File: src/rtl/onchip_mem_arbiter.sv
// Two-master Avalon-MM arbiter in front of a single-port on-chip RAM (registered address, 1-cycle read latency).
// Build option: define ONCHIP_ARB_FIXED_PRIO_EN to make m0 win every tie instead of round robin.
module onchip_mem_arbiter #(
    parameter int ADDR_W = 10,
    parameter int DATA_W = 32
) (
    input  logic                clk,
    input  logic                reset,

    input  logic [ADDR_W-1:0]   m0_address,
    input  logic [DATA_W/8-1:0] m0_byteenable,
    input  logic                m0_read,
    input  logic                m0_write,
    input  logic [DATA_W-1:0]   m0_writedata,
    output logic [DATA_W-1:0]   m0_readdata,
    output logic                m0_readdatavalid,
    output logic                m0_waitrequest,

    input  logic [ADDR_W-1:0]   m1_address,
    input  logic [DATA_W/8-1:0] m1_byteenable,
    input  logic                m1_read,
    input  logic                m1_write,
    input  logic [DATA_W-1:0]   m1_writedata,
    output logic [DATA_W-1:0]   m1_readdata,
    output logic                m1_readdatavalid,
    output logic                m1_waitrequest,

    output logic [ADDR_W-1:0]   mem_address,
    output logic [DATA_W/8-1:0] mem_byteenable,
    output logic                mem_chipselect,
    output logic                mem_write,
    output logic [DATA_W-1:0]   mem_writedata,
    input  logic [DATA_W-1:0]   mem_readdata,
    output logic                mem_clken
);

    logic req0;
    logic req1;
    logic gnt0;
    logic gnt1;
    logic granted;
    logic tie_pick;    // index that wins when both masters request
    logic last_grant;  // index of the most recently granted master
    logic sel;         // command mux select
    logic rd_pend;
    logic rd_owner;

    assign req0 = m0_read | m0_write;
    assign req1 = m1_read | m1_write;

`ifdef ONCHIP_ARB_FIXED_PRIO_EN
    assign tie_pick = 1'b0;
`else
    assign tie_pick = ~last_grant;
`endif

    always_comb begin
        // NOTE: every output of this block gets a default first, so no path can infer a latch.
        gnt0 = 1'b0;
        gnt1 = 1'b0;
        if (!reset) begin
            if (req0 && req1) begin
                gnt0 = ~tie_pick;
                gnt1 = tie_pick;
            end else begin
                gnt0 = req0;
                gnt1 = req1;
            end
        end
    end

    assign granted = gnt0 | gnt1;
    // With no grant the mux parks on the last owner so the RAM inputs stay quiet.
    assign sel     = granted ? gnt1 : last_grant;

    always_comb begin
        if (sel) begin
            mem_address    = m1_address;
            mem_byteenable = m1_byteenable;
            mem_writedata  = m1_writedata;
        end else begin
            mem_address    = m0_address;
            mem_byteenable = m0_byteenable;
            mem_writedata  = m0_writedata;
        end
    end

    // Read+write from one master issues as a write and produces no read strobe.
    assign mem_chipselect = granted;
    assign mem_write      = granted & (sel ? m1_write : m0_write);
    assign mem_clken      = 1'b1;

    assign m0_waitrequest = ~gnt0;
    assign m1_waitrequest = ~gnt1;

    always_ff @(posedge clk) begin
        // NOTE: state registers use non-blocking assignments so every flop samples pre-edge values.
        if (reset) begin
            last_grant <= 1'b1;
            rd_pend    <= 1'b0;
            rd_owner   <= 1'b0;
        end else begin
            if (granted) begin
                last_grant <= gnt1;
            end
            rd_pend  <= granted & ~mem_write;
            rd_owner <= sel;
        end
    end

    // Gated by reset so a read accepted just before reset never reports data.
    assign m0_readdatavalid = rd_pend & ~rd_owner & ~reset;
    assign m1_readdatavalid = rd_pend &  rd_owner & ~reset;

    assign m0_readdata = mem_readdata;
    assign m1_readdata = mem_readdata;

endmodule

File: config.mk
export PLATFORM = sky130hd
export DESIGN_NAME = onchip_mem_arbiter
export DESIGN_NICKNAME = d
export VERILOG_FILES = /design/src/rtl/onchip_mem_arbiter.sv
export SDC_FILE = /design/constraint.sdc
export NUM_CORES = 1
export LEC_CHECK = 0
export BUFFER_PORTS_ARGS = -buffer_cell sky130_fd_sc_hd__clkbuf_2
export CELL_PAD_IN_SITES_DETAIL_PLACEMENT = 1
export CELL_PAD_IN_SITES_GLOBAL_PLACEMENT = 1
export CORE_MARGIN = 4
export CORE_UTILIZATION = 16
export DETAILED_ROUTE_END_ITERATION = 7
export GPL_ROUTABILITY_DRIVEN = 0
export GPL_TIMING_DRIVEN = 0
export PLACE_DENSITY = 0.95
export SETUP_SLACK_MARGIN = 0.4
export SLEW_MARGIN = 20
export SYNTH_ARGS = -nofsm -noshare
export SYNTH_HDL_FRONTEND = slang
export SYNTH_SLANG_ARGS = --single-unit
export TNS_END_PERCENT = 50
File: constraint.sdc
create_clock -name clk -period 4.3 [get_ports clk]
set_input_delay 0.86 -clock clk [delete_from_list [all_inputs] [get_ports clk]]
set_output_delay 0.86 -clock clk [all_outputs]
set_load 0.03 [all_outputs]
==> run_results.csv <==
group,metric,value,unit
pwr,intPower,0.282,mW
grt,antenna_found_initial,0,
die,initial_core_util,0.163,
min_path,min_to,"rd_pend",
timing,finalCriticalPeriod,3.23,ns
yosys,yosysSeqAreaShare,0.0449,
die,die_h,99.4,um
pwr,powerDensity,217,nW/um^2
worst_setup_path,cp.arrival,2.37,ns
detailed_routing,avgViaCountPerCell,3.80,
worst_setup_path,start_kind,"input pin",
cts,post_cts_resized,0,
pwr,comb_power_share,0.799,
pwr,vdd_ir_drop_max,85.5,uV
worst_setup_path,r2r-end,"last_grant",
timing,finalSetupViolCount,0,
run,drv_cap,0,
worst_setup_path,cp-end-kind,"output port",
min_path,hp-class,"reg2reg",
cts,clk_pin_slew_worst_paths,0.03,ns
pwr,swShare,0.495,
worst_setup_path,r2r-start,"last_grant",
cells_and_area,layout-drive-gt1-share,0.928,
die,row_count,33,
grt,grt_max_degree,11,
cts,cts_tree,"done",
min_path,whs_path_depth,2,
pwr,clockPowerShare,0.144,
timing,fmax,310,MHz
cts,postCtsSetupRepairBufs,0,
die,ios,247,
yosys,ys_ff_latch,3,
die,die_x,99.4,um
placed_design,hpwl,5.57,mm
pwr,p_leak,1.59,nW
cts,cts_buffer_depth,2,
cts,cts_num_sinks,3,
detailed_routing,ant_nets,0,
detailed_routing,drc,0,
min_path,worstHoldStart,"last_grant",
placed_design,dp_worst_setup_slack,1.02,ns
worst_setup_path,critPathMaxFanout,10,
yosys,ys_types,22,
timing,rsz0062_at_grt,"false",
cts,hold_buffers,0,
worst_setup_path,reg2regPathDepth,4,
die,die_area,9880,um^2
die,coreArea,8180,um^2
timing,tns,0,ns
timing,period_share,0.750,
placed_design,io_buffer_count,212,
worst_setup_path,required,3.44,ns
grt,grt_pass1_wl,8.56,mm
outcome,status,"finished clean",
yosys,syn-cell-area,1340,um^2
cts,numCtsBuffers,3,
timing,worst_slack,1.07,ns
cells_and_area,nets,490,
yosys,synth_warnings,0,
detailed_routing,routedWlPerCell,12.5,um
cts,root_buffer,"clkbuf_8",
cts,htree_levels,1,
timing,drv_slew,0,
cells_and_area,area_growth,92.6,%
pwr,p_sw,0.277,mW
cts,clk_latency,0.21,ns
detailed_routing,drt_iter0_markers,4,
grt,overflow,0,
timing,fin_skew,0.00185,ns
detailed_routing,vias,1761,
grt,grt_pass1_vias,1849,
cells_and_area,antenna_cells,0,
yosys,syn_nets,273,
timing,finalHoldViolCount,0,
worst_setup_path,reg2reg_slack,2.91,ns
detailed_routing,wirelength,5.81,mm
worst_setup_path,criticalPathCategory,"in2out",
yosys,netlist_instances,143,
detailed_routing,drtPass1Iterations,3,
pwr,pwr-share-seq,0.058,
yosys,avgSynthCellArea,9.34,um^2
grt,grt_use_total,0.104,
[final cells by class]
class | count | area [um^2]
clock buffer | 4 | 45.0
multi-input combinational | 69 | 727
sequential | 3 | 60.1
timing repair buffer | 212 | 1060
tap | 105 | 131
buffer | 71 | 549
fill | 1031 | 5600
[stage by stage]
step | utilization | instances | power [mW] | hold slack (ns) | area, um^2
5_1_grt | 0.315 | 464 | 0.591 | 0.764 | 2570
3_5_place_dp | 0.309 | 460 | 0.485 | 0.719 | 2530
3_3_place_gp | 0.309 | 460 | 0.477 | 0.685 | 2530
2_1_floorplan | - | 143 | 0.351 | 0.631 | 1340
4_1_cts | 0.315 | 464 | 0.568 | 0.724 | 2570
6_report | 0.315 | 464 | 0.559 | 0.720 | 2570
[how the worst max path moves through the flow]
stage          startpoint                 to  slack, ns  cells past startpoint
2_1_floorplan       reset     mem_address[0]       1.39                      6
3_3_place_gp        reset  mem_writedata[29]        1.0                      7
3_5_place_dp        reset  mem_byteenable[2]       1.02                      7
4_1_cts             reset  mem_writedata[29]       1.01                      7
5_1_grt             reset  mem_writedata[29]       0.95                      7
6_report            reset  mem_writedata[29]       1.07                      7
[cells in the final DEF (no fill, tap or decap), types with 2 or more instances in the layout]
master    synthesis  final
dfxtp_1           3      3
nand2b_1          3      3
clkbuf_8          0      3
clkbuf_2          0    212
nand2_1           2      2
buf_8             2      2
nor2_1            4      4
a21oi_1           2      2
o21bai_1          2      2
buf_4            67     67
mux2_2           28     28
mux2_4           18     18
[synthesized netlist by cell type]
cell type	count	area (um^2)
a21oi_1	2	10.0
conb_1	1	3.75
o21ai_0	1	5.00
nor2_1	4	15.0
mux2i_2	1	13.8
nor3_1	1	5.00
or3_1	1	6.26
mux2_2	28	315
and3b_1	1	8.76
buf_6	1	11.3
o21bai_1	2	15.0
buf_2	1	5.00
buf_8	2	30.0
o31ai_1	1	7.51
nor3b_1	1	7.51
nand2b_1	3	18.8
mux2_4	18	270
nand2_1	2	7.51
buf_4	67	503
o21ba_1	1	10.0
dfxtp_1	3	60.1
a21boi_0	1	7.51
[routing by layer]
layer | wire, um | up-vias | GRT usage
met5 | 0 | - | 0
met4 | 46 | 0 | 0.0200
met3 | 807 | 4 | 0.0302
met2 | 3170 | 140 | 0.214
met1 | 1790 | 768 | 0.101
li1 | - | 849 | -
[worst max-delay path, cell delays in order]
cell      delay (ns)
buf_4           0.14
o21bai_1        0.18
mux2i_2         0.29
buf_6           0.22
buf_8           0.17
mux2_4          0.31
clkbuf_2        0.19
[sequential cells by signal (all words and copies together) (netlist names)]
signal	cells
last_grant	1
rd_owner	1
rd_pend	1
[power by group through the flow]
stage | combinational (mW) | clock, mW | sequential, mW
2_1_floorplan | 0.319 | 0 | 0.0320
3_3_place_gp | 0.445 | 0 | 0.0323
3_5_place_dp | 0.452 | 0 | 0.0327
4_1_cts | 0.454 | 0.0819 | 0.0323
5_1_grt | 0.472 | 0.0866 | 0.0326
6_report | 0.446 | 0.0802 | 0.0322
[kinds of logic after synthesis]
logic type	count (synthesis)	share of synthesized area
buf+inv	71	0.411
mux	47	0.448
simple gates	13	0.0515
compound gates	8	0.0412
flops	3	0.0449
other cells	1	0.00281
(Power assumes the default switching activity.)
